### src/rtl/muldiv_pkg.sv
// rtl/muldiv_pkg.sv - shared constants, opcodes and state type for the RV32M multiply/divide sequencer
//
// Contents:
//   XLEN        operand/result width (32 only)
//   DIV_ITERS   restoring-divide iteration count
//   OP_*        RV32M funct3 encodings
//   state_t     sequencer state enum
//   magnitude() two's-complement absolute value, applied only for signed ops
package muldiv_pkg;

    localparam int XLEN      = 32;
    localparam int DIV_ITERS = 32;

    localparam logic [2:0] OP_MUL    = 3'd0;
    localparam logic [2:0] OP_MULH   = 3'd1;
    localparam logic [2:0] OP_MULHSU = 3'd2;
    localparam logic [2:0] OP_MULHU  = 3'd3;
    localparam logic [2:0] OP_DIV    = 3'd4;
    localparam logic [2:0] OP_DIVU   = 3'd5;
    localparam logic [2:0] OP_REM    = 3'd6;
    localparam logic [2:0] OP_REMU   = 3'd7;

    typedef enum logic [2:0] {
        ST_IDLE,
        ST_MUL,
        ST_DIV,
        ST_FIX,
        ST_DONE
    } state_t;

    function automatic logic [XLEN-1:0] magnitude(input logic [XLEN-1:0] v, input logic is_signed);
        return (is_signed && v[XLEN-1]) ? -v : v;
    endfunction

endpackage

### src/rtl/muldiv_div_step.sv
// rtl/muldiv_div_step.sv - one combinational restoring-division iteration
//
// Ports:
//   i_rem  partial remainder (always < divisor, or dividend prefix when divisor is 0)
//   i_quo  shift register: unconsumed dividend bits above, quotient bits below
//   i_div  divisor magnitude
//   o_rem  next partial remainder
//   o_quo  i_quo shifted left with the new quotient bit in bit 0
module muldiv_div_step #(
    parameter int W = 32
) (
    input  logic [W-1:0] i_rem,
    input  logic [W-1:0] i_quo,
    input  logic [W-1:0] i_div,
    output logic [W-1:0] o_rem,
    output logic [W-1:0] o_quo
);
    logic [W:0]   w_trial;
    logic [W-1:0] w_diff;
    logic         w_fits;

    // Bring the next dividend bit into the remainder and try a subtraction.
    assign w_trial = {i_rem, i_quo[W-1]};
    assign w_fits  = (w_trial >= {1'b0, i_div});
    // When the subtraction fits the true difference is below the divisor,
    // so the low W bits of the trial minus divisor are exact.
    assign w_diff  = w_trial[W-1:0] - i_div;
    assign o_rem   = w_fits ? w_diff : w_trial[W-1:0];
    assign o_quo   = {i_quo[W-2:0], w_fits};

endmodule

### src/rtl/muldiv_sequencer.sv
// rtl/muldiv_sequencer.sv - RV32M multiply/divide sequencer (1-cycle multiply, 32-cycle restoring divide)
//
// Optional feature macro: MULDIV_DIV_EARLY_OUT_EN (divide-by-zero skips the iteration loop)
//
// Ports:
//   i_clock, i_reset            clock, synchronous active-high reset
//   i_req_valid / o_req_ready   request handshake; i_req_op (funct3), i_req_a, i_req_b, i_req_tag
//   i_kill                      abandon the in-flight operation / pending response
//   o_resp_valid / i_resp_ready response handshake; o_resp_data, o_resp_tag held until taken
//   o_busy                      sequencer not idle
module muldiv_sequencer
    import muldiv_pkg::*;
#(
    parameter int XLEN  = 32,
    parameter int TAG_W = 5
) (
    input  logic             i_clock,
    input  logic             i_reset,
    input  logic             i_req_valid,
    output logic             o_req_ready,
    input  logic [2:0]       i_req_op,
    input  logic [XLEN-1:0]  i_req_a,
    input  logic [XLEN-1:0]  i_req_b,
    input  logic [TAG_W-1:0] i_req_tag,
    input  logic             i_kill,
    output logic             o_resp_valid,
    input  logic             i_resp_ready,
    output logic [XLEN-1:0]  o_resp_data,
    output logic [TAG_W-1:0] o_resp_tag,
    output logic             o_busy
);
    state_t            r_state;
    state_t            w_state_nxt;
    logic [2:0]        r_op;
    logic [XLEN-1:0]   r_a;
    logic [XLEN-1:0]   r_b;
    logic [XLEN-1:0]   r_rem;
    logic [XLEN-1:0]   r_quo;
    logic [XLEN-1:0]   r_dvs;
    logic [XLEN-1:0]   r_result;
    logic [XLEN-1:0]   r_resp_data;
    logic [TAG_W-1:0]  r_tag;
    logic [TAG_W-1:0]  r_resp_tag;
    logic              r_resp_valid;
    logic [5:0]        r_cnt;

    logic              w_accept;
    logic [XLEN-1:0]   w_step_rem;
    logic [XLEN-1:0]   w_step_quo;
    logic              w_a_sgn;
    logic              w_b_sgn;
    logic [2*XLEN-1:0] w_a_ext;
    logic [2*XLEN-1:0] w_b_ext;
    logic [2*XLEN-1:0] w_prod;
    logic [XLEN-1:0]   w_mul_res;
    logic              w_div_signed;
    logic              w_q_neg;
    logic              w_r_neg;
    logic [XLEN-1:0]   w_div_res;

    assign o_req_ready  = (r_state == ST_IDLE) & ~i_kill;
    assign w_accept     = i_req_valid & o_req_ready;
    assign o_busy       = (r_state != ST_IDLE);
    assign o_resp_valid = r_resp_valid;
    assign o_resp_data  = r_resp_data;
    assign o_resp_tag   = r_resp_tag;

    // Operands are extended to 64 bits by their signedness; the low 64 bits
    // of that product equal the low 64 bits of the 33x33 signed product.
    assign w_a_sgn   = ((r_op == OP_MULH) || (r_op == OP_MULHSU)) & r_a[XLEN-1];
    assign w_b_sgn   = (r_op == OP_MULH) & r_b[XLEN-1];
    assign w_a_ext   = {{XLEN{w_a_sgn}}, r_a};
    assign w_b_ext   = {{XLEN{w_b_sgn}}, r_b};
    assign w_prod    = w_a_ext * w_b_ext;
    assign w_mul_res = (r_op == OP_MUL) ? w_prod[XLEN-1:0] : w_prod[2*XLEN-1:XLEN];

    // Sign fix-up on the magnitude results. A zero divisor leaves the
    // all-ones quotient untouched, and the negated remainder magnitude
    // reproduces the original dividend.
    assign w_div_signed = (r_op == OP_DIV) || (r_op == OP_REM);
    assign w_q_neg      = w_div_signed & (r_a[XLEN-1] ^ r_b[XLEN-1]) & (r_b != '0);
    assign w_r_neg      = w_div_signed & r_a[XLEN-1];
    assign w_div_res    = ((r_op == OP_REM) || (r_op == OP_REMU))
                        ? (w_r_neg ? -r_rem : r_rem)
                        : (w_q_neg ? -r_quo : r_quo);

    muldiv_div_step #(.W(XLEN)) u_div_step (
        .i_rem (r_rem),
        .i_quo (r_quo),
        .i_div (r_dvs),
        .o_rem (w_step_rem),
        .o_quo (w_step_quo)
    );

    always_ff @(posedge i_clock) begin
        if (i_reset) begin
            r_state <= ST_IDLE;
        end else begin
            r_state <= w_state_nxt;
        end
    end

    always_comb begin
        w_state_nxt = r_state;
        case (r_state)
            ST_IDLE: begin
                if (w_accept) begin
                    if (!i_req_op[2]) begin
                        w_state_nxt = ST_MUL;
                    end else begin
`ifdef MULDIV_DIV_EARLY_OUT_EN
                        w_state_nxt = (i_req_b == '0) ? ST_FIX : ST_DIV;
`else
                        w_state_nxt = ST_DIV;
`endif
                    end
                end
            end
            ST_MUL:  w_state_nxt = ST_DONE;
            ST_DIV:  if (r_cnt == 6'(DIV_ITERS - 1)) w_state_nxt = ST_FIX;
            ST_FIX:  w_state_nxt = ST_DONE;
            ST_DONE: if (r_resp_valid && i_resp_ready) w_state_nxt = ST_IDLE;
            default: w_state_nxt = ST_IDLE;
        endcase
        // Kill overrides everything, including a simultaneous response handshake.
        if (i_kill && (r_state != ST_IDLE)) begin
            w_state_nxt = ST_IDLE;
        end
    end

    always_ff @(posedge i_clock) begin
        if (i_reset) begin
            r_op         <= '0;
            r_a          <= '0;
            r_b          <= '0;
            r_rem        <= '0;
            r_quo        <= '0;
            r_dvs        <= '0;
            r_result     <= '0;
            r_tag        <= '0;
            r_cnt        <= '0;
            r_resp_valid <= 1'b0;
            r_resp_data  <= '0;
            r_resp_tag   <= '0;
        end else begin
            case (r_state)
                ST_IDLE: begin
                    if (w_accept) begin
                        r_op  <= i_req_op;
                        r_a   <= i_req_a;
                        r_b   <= i_req_b;
                        r_tag <= i_req_tag;
                        r_cnt <= '0;
                        r_rem <= '0;
                        // funct3 bit 0 clear marks the signed divide variants.
                        r_quo <= magnitude(i_req_a, ~i_req_op[0]);
                        r_dvs <= magnitude(i_req_b, ~i_req_op[0]);
`ifdef MULDIV_DIV_EARLY_OUT_EN
                        // Preload what 32 iterations against a zero divisor would leave.
                        if (i_req_op[2] && (i_req_b == '0)) begin
                            r_quo <= '1;
                            r_rem <= magnitude(i_req_a, ~i_req_op[0]);
                        end
`endif
                    end
                end
                ST_MUL: r_result <= w_mul_res;
                ST_DIV: begin
                    r_rem <= w_step_rem;
                    r_quo <= w_step_quo;
                    r_cnt <= r_cnt + 6'd1;
                end
                ST_FIX: r_result <= w_div_res;
                ST_DONE: begin
                    if (i_kill) begin
                        r_resp_valid <= 1'b0;
                    end else if (!r_resp_valid) begin
                        r_resp_valid <= 1'b1;
                        r_resp_data  <= r_result;
                        r_resp_tag   <= r_tag;
                    end else if (i_resp_ready) begin
                        r_resp_valid <= 1'b0;
                    end
                end
                default: ;
            endcase
        end
    end

endmodule

### config.mk
export PLATFORM = sky130hd
export DESIGN_NAME = muldiv_sequencer
export DESIGN_NICKNAME = d
export VERILOG_FILES = /design/src/rtl/muldiv_pkg.sv /design/src/rtl/muldiv_div_step.sv /design/src/rtl/muldiv_sequencer.sv
export SDC_FILE = /design/constraint.sdc
export NUM_CORES = 2
export LEC_CHECK = 0
export BUFFER_PORTS_ARGS = -buffer_cell sky130_fd_sc_hd__buf_4
export CORE_ASPECT_RATIO = 0.9
export CORE_MARGIN = 4
export CORE_UTILIZATION = 60
export CTS_BUF_LIST = sky130_fd_sc_hd__clkbuf_4 sky130_fd_sc_hd__clkbuf_8
export DETAILED_ROUTE_END_ITERATION = 10
export PLACE_DENSITY = 0.77
export SYNTH_ARGS = -nofsm -noshare
export SYNTH_HDL_FRONTEND = slang
export SYNTH_SLANG_ARGS = --single-unit
### constraint.sdc
create_clock -name i_clock -period 17 [get_ports i_clock]
set_clock_uncertainty 0.15 [all_clocks]
set_input_delay 1.7 -clock i_clock [delete_from_list [all_inputs] [get_ports i_clock]]
set_output_delay 1.7 -clock i_clock [all_outputs]
set_load 0.01 [all_outputs]
# Word level (Yosys, flattened, before mapping)
# Index checks and enable logic that the tools add are counted.
[totals] reg_bits=247 output_inout_bits=40 elab_cells=86 n_memories=0 mem_bits_ro=0 latchBits=0 inputBits=77 ramBits=0
[op_classes] n_lt_le_gt_ge=1 reduce_logical=19 eq_ne=13 n_div=0 n_mux=22 addsub=6 mul=1 n_shift=0 n_bitwise=11
[op_table] op="32-bit 2-to-1 mux" count=9
[op_table] op="32-bit one-hot mux with 2 select lines" count=3
[op_table] op="32-bit negation" count=4
[op_table] op="33-bit by 33-bit multiplier with 64-bit output" count=1
[op_table] op="33-bit by 32-bit >= comparator with 1-bit output" count=1
[op_table] op="32-bit nonzero test" count=1
[op_table] op="32-bit subtractor" count=1
[op_table] op="3-bit == test, second input constant" count=4
[op_table] op="3-bit one-hot mux with 4 select lines" count=1
[op_table] op="6-bit one-hot mux with 2 select lines" count=1
[op_table] op="3-bit by 2-bit == test with 1-bit output, second input constant" count=3
[op_table] op="3-bit 2-to-1 mux" count=3
[op_table] op="1-bit bitwise AND" count=7
[op_table] op="6-bit by 1-bit adder with 6-bit output, second input constant" count=1
[op_table] op="3-bit by 1-bit == test with 1-bit output, second input constant" count=2
[op_table] op="6-bit by 5-bit == test with 1-bit output, second input constant" count=1
[op_table] op="3-bit zero test" count=2
[op_table] op="6-bit 2-to-1 mux" count=1
[op_table] op="2-bit inequality test, second input constant" count=3
[op_table] op="3-bit AND reduction" count=2
[op_table] op="1-bit logical AND" count=4
[op_table] op="2-bit AND reduction" count=2
[op_table] op="2-bit nonzero test" count=2
[op_table] op="2-bit OR reduction" count=2
[op_table] op="6 further kinds" count=12

# Depth between registers and ports, before layout
[depth] word_depth=7 depth_mapped=33 mapped_depth_nobuf=30

# Modules after synthesis
# From an unflattened synthesis, not the netlist that was laid out.
[hier_totals] hier_cells=6232 area_unflattened_um2=52865.7
[by_module_without_submodules] mod="muldiv_sequencer" cells_per_inst=5877 area_each_um2=50294.5 n_inst=1
[by_module_without_submodules] mod="muldiv_div_step" cells_per_inst=355 area_each_um2=2571.2 n_inst=1

# Least setup slack after synthesis
# No wires, ideal clock.
[synth_timing] kind="flip-flop to flip-flop" from="register r_op[1]" to="register r_result[29]" stages_incl_launch_ff=31 arrival_time_ps=8421 period_less_slack_ps=8690 t_required_ps=16731 slack_ps=8310 path_buffers=2 path_cell_list="dfxtp_1 -> clkbuf_1 -> xnor2_1 -> nor3b_1 -> clkbuf_1 -> nand2_1 -> fa_1 -> fa_1 -> inv_1 -> fa_1 -> inv_1 -> fa_1 -> inv_1 -> fa_1 -> fa_1 -> fa_1 -> inv_1 -> fa_1 -> inv_1 -> ha_1 -> a21o_1 -> a21o_1 -> a21o_1 -> a21o_1 -> a21oi_1 -> nor2b_1 -> o21a_1 -> a311o_1 -> xor2_1 -> a21oi_1 -> nor2_1"
[synth_via] elab_chain_cells=7 word_cells_on_any_way=20 classes_between="mul (1); eq/ne (5); mux (5); bitwise (5); reduce/logical (4)"
[synth_lines] item="start, declared" line_no="muldiv_sequencer.sv:34" source="logic [2:0] r_op;"
[synth_lines] item="start signal, assigned" line_no="muldiv_sequencer.sv:149" source="r_op <= i_req_op;"
[synth_lines] item="parallel branches: the longest is 6 deep, another holds 33-bit by 33-bit multiplier with 64-bit output"
[synth_lines] item="32-bit one-hot mux with 2 select lines *" line_no="muldiv_sequencer.sv:146" source="case (r_state)"
[synth_lines] item="end signal, assigned" line_no="muldiv_sequencer.sv:167" source="ST_MUL: r_result <= w_mul_res;"
[synth_lines] item="end signal, assigned" line_no="muldiv_sequencer.sv:173" source="ST_FIX: r_result <= w_div_res;"
[synth_lines] item="end, declared" line_no="muldiv_sequencer.sv:40" source="logic [XLEN-1:0] r_result;"
# Every way passes the cells marked *.
# A chain may end at the register's enable or synchronous reset.

# Worst setup path in the final report
# Ends and elaborated chain as after synthesis.

==> flow_metrics.env <==
export IMPL_fillers=7248
export IMPL_ctsResizeCount=0
export IMPL_place_gp_congestion=0.986
export IMPL_synth_nets=7533
export IMPL_final_period_utilization_pct=55.9
export IMPL_num_vias=42000
export IMPL_required_ns=17.32
export IMPL_drv_cap=0
export IMPL_grt_pass1_vias=44500
export IMPL_max_stage_delay_ns=0.77
export IMPL_synth_area_mm2=0.0519
export IMPL_setup_tns_ns=0
export IMPL_cts_tree="built"
export IMPL_final_cells=7146
export IMPL_worstPathArrival_ns=9.83
export IMPL_synth_edf_count=0
export IMPL_cts_buffers=41
export IMPL_wl_per_cell_um=21.5
export IMPL_placed_cells=7070
export IMPL_holdWs_ns=0.299
export IMPL_cts_hold_buffers_added=0
export IMPL_dr_first_iter_drc_count=3809
export IMPL_wl_um=154000
export IMPL_cp_top_family="adder cells"
export IMPL_min_path_type="reg2reg"
export IMPL_clock_latency_ns=0.59
export IMPL_synthCells=6080
export IMPL_maxSlewViolCount=0
export IMPL_synth_main_ff_cell="dfxtp_1"
export IMPL_r2r_start="r_op[1]$_SDFFE_PP0P_"
export IMPL_async_flop_share_pct=0
export IMPL_tightestPinTransition_ns=1.26
export IMPL_finalCriticalPeriod_ns=9.51
export IMPL_final_layout_size_suffix_gt1_share_pct=5.47
export IMPL_num_rows=102
export IMPL_ios=117
export IMPL_core_mm2=0.0859
export IMPL_gr_usage_all_layers_pct=34.4
export IMPL_port_buffers=116
export IMPL_cp_common_cell="fa_1"
export IMPL_cp_end_kind="register"
export IMPL_critPathKind="reg2reg"
export IMPL_drt_vias_per_instance=5.88
export IMPL_area_sequential_mm2=0.00493
export IMPL_cp_max_fo=31
export IMPL_ys_ff_latch=246
export IMPL_ff2ff_setup_slack_ns=7.49
export IMPL_start_kind="register"
export IMPL_outcome="finished, final reports clean"
export IMPL_start_util_pct=60.4
export IMPL_h_tree_depth=2
export IMPL_multi_input_area_mm2=0.0410
export IMPL_grt_first_pass_wirelength_um=248000
export IMPL_avgSynthCellArea_um2=8.54
export IMPL_max_freq_mhz=105
export IMPL_cts_buffer_depth=3
export IMPL_drcViolationCount=0
export IMPL_hpwl_um=120000
export IMPL_irDropWorstVdd_v=0.0000586
export IMPL_final_common_cell="inv_1"
export IMPL_yosys_area_top_type="fa_1"
export IMPL_critical_path_buf_inv_count=8
export IMPL_ys_seq_area_share_pct=9.49
export IMPL_die_w_um=318
export IMPL_min_from="r_tag[2]$_SDFFE_PP0P_"
export IMPL_synth_cell_types=90
export IMPL_pwr_density_cell_mw_per_mm2=36.8
export IMPL_fp_dieArea_mm2=0.0913
export IMPL_layout_nets=7422
export IMPL_postCtsSetupBuffers=0
export IMPL_leakagePower_nw=24.8
export IMPL_slowest_stage="fa_1"
export IMPL_critPathLaunch="r_op[1]$_SDFFE_PP0P_"
export IMPL_grt_ovfl_total=0
export IMPL_clk_pin_slew_ns=0.07
export IMPL_grt_max_degree=80
export IMPL_numClockSinks=246
export IMPL_syn_to_final_growth_pct=4.79
export IMPL_yosysWarningCount=0
export IMPL_clockRootBuffer="clkbuf_8"
export IMPL_maxSlewHeadroom_pct=16.1
export IMPL_ys_top_cells_by_area="fa_1 43%, dfxtp_1 9.5%, inv_1 8.9%"
export IMPL_synth_top_area_share_pct=43.4
export IMPL_rsz0062_at_grt="false"
export IMPL_drtPass1Iterations=6
export IMPL_setup_viol=0
export IMPL_die_height_um=287
export IMPL_layout_common_cells="1235 x inv_1, 1138 x nand2_1, 1126 x fa_1"
export IMPL_hold_violations=0
export IMPL_antenna_found_initial=8
export IMPL_detail_route_antenna_nets=0
-- worst min-delay path: cells and delay by family, from the launching register on --
family,cells,cell delay [ns]
flops,1,0.31
simple gates,1,0.05
compound gates,1,0.05
-- power by group --
part | switching [W] | total [W] | internal [W]
Combinational | 0.000513 | 0.000774 | 0.000262
Sequential | 0.0000404 | 0.000642 | 0.000601
Clock | 0.000278 | 0.000586 | 0.000308
-- cells in the mapped netlist, types with 9 or more instances --
cell type and number:
inv_1 1235, nand2_1 1139, fa_1 1126, clkbuf_1 331, a21oi_1 322, and2_1 316
ha_1 250, dfxtp_1 246, nor2_1 207, xnor2_1 129, o21ai_0 119, xor2_1 84
a211oi_1 50, a22oi_1 43, a21o_1 38, nor3_1 29, o21a_1 27, nand3_1 24
nor4_1 22, o31ai_1 22, a31oi_1 20, a221oi_1 17, o21bai_1 16, or3_1 16
o211ai_1 14, o21ai_1 14, nand2b_1 13, and3_1 12, nand4_1 12, o41ai_1 12
or2_2 12, buf_2 10, o22ai_1 10, nor2b_1 9, o221ai_1 9, or4_1 9
-- kinds of logic (layout without fill, tap and decap cells) --
kind of cell,after synthesis,after routing,share of synthesized area [%]
AO/OA/AOI/OAI,781,781,9.42
XOR/XNOR,213,213,3.59
adder cells (fa/ha/maj),1376,1376,49.5
buffers and inverters,1588,1504,11.6
flip-flops,246,246,9.49
multiplexers,11,11,0.222
other,0,6,0
AND/OR/NAND/NOR,1865,1865,16.2
-- layer usage --
layer  vias to the layer above  part of all wire [%]  GRT usage, %
met5                         -                 0.045             0
met4                        10                   4.1          12.3
met3                       433                    10          7.38
met2                      2095                    46          55.4
met1                     21300                    40          46.6
li1                      18100                     -             -
-- worst paths after layout --
check / cells past startpoint / end
setup reg to reg: 31 / r_result[29]$_SDFFE_PP0P_
hold reg to reg: 2 / o_resp_tag[2]$_SDFFE_PP0P_
setup / recovery: 31 / r_result[29]$_SDFFE_PP0P_
hold / removal: 2 / o_resp_tag[2]$_SDFFE_PP0P_
-- through the flow --
step / utilization (%) / instance area, µm² / setup slack [ns] / power, W
2_1_floorplan: - / 51900 / 8.31 / 0.00115
5_1_grt: 63.3 / 54400 / 6.87 / 0.00210
3_5_place_dp: 62.3 / 53500 / 7.51 / 0.00141
4_1_cts: 63.3 / 54400 / 7.46 / 0.00198
6_report: 63.3 / 54400 / 7.49 / 0.00200
3_3_place_gp: 62.3 / 53500 / 7.56 / 0.00139
-- registers in the layout, summed over array words and instances, names as in the netlist --
register and cells:
o_resp_data 32, r_a 32, r_b 32, r_quo 32
r_rem 32, r_result 32, r_dvs 31, r_cnt 6
o_resp_tag 5, r_tag 5, r_op 3, r_state 3
o_resp_valid 1
-- final cells by class --
| type | count | area share [%] |
|---|---|---|
| well taps | 1144 | 2.63 |
| multi-input cells | 4246 | 75.4 |
| inverters | 1236 | 8.53 |
| repair buffers | 198 | 2.74 |
| clock inverters | 10 | 0.184 |
| flip-flops and latches | 246 | 9.06 |
| diodes | 6 | 0.0276 |
| clock buffers | 60 | 1.41 |
Power figures use the tool's default switching activity.
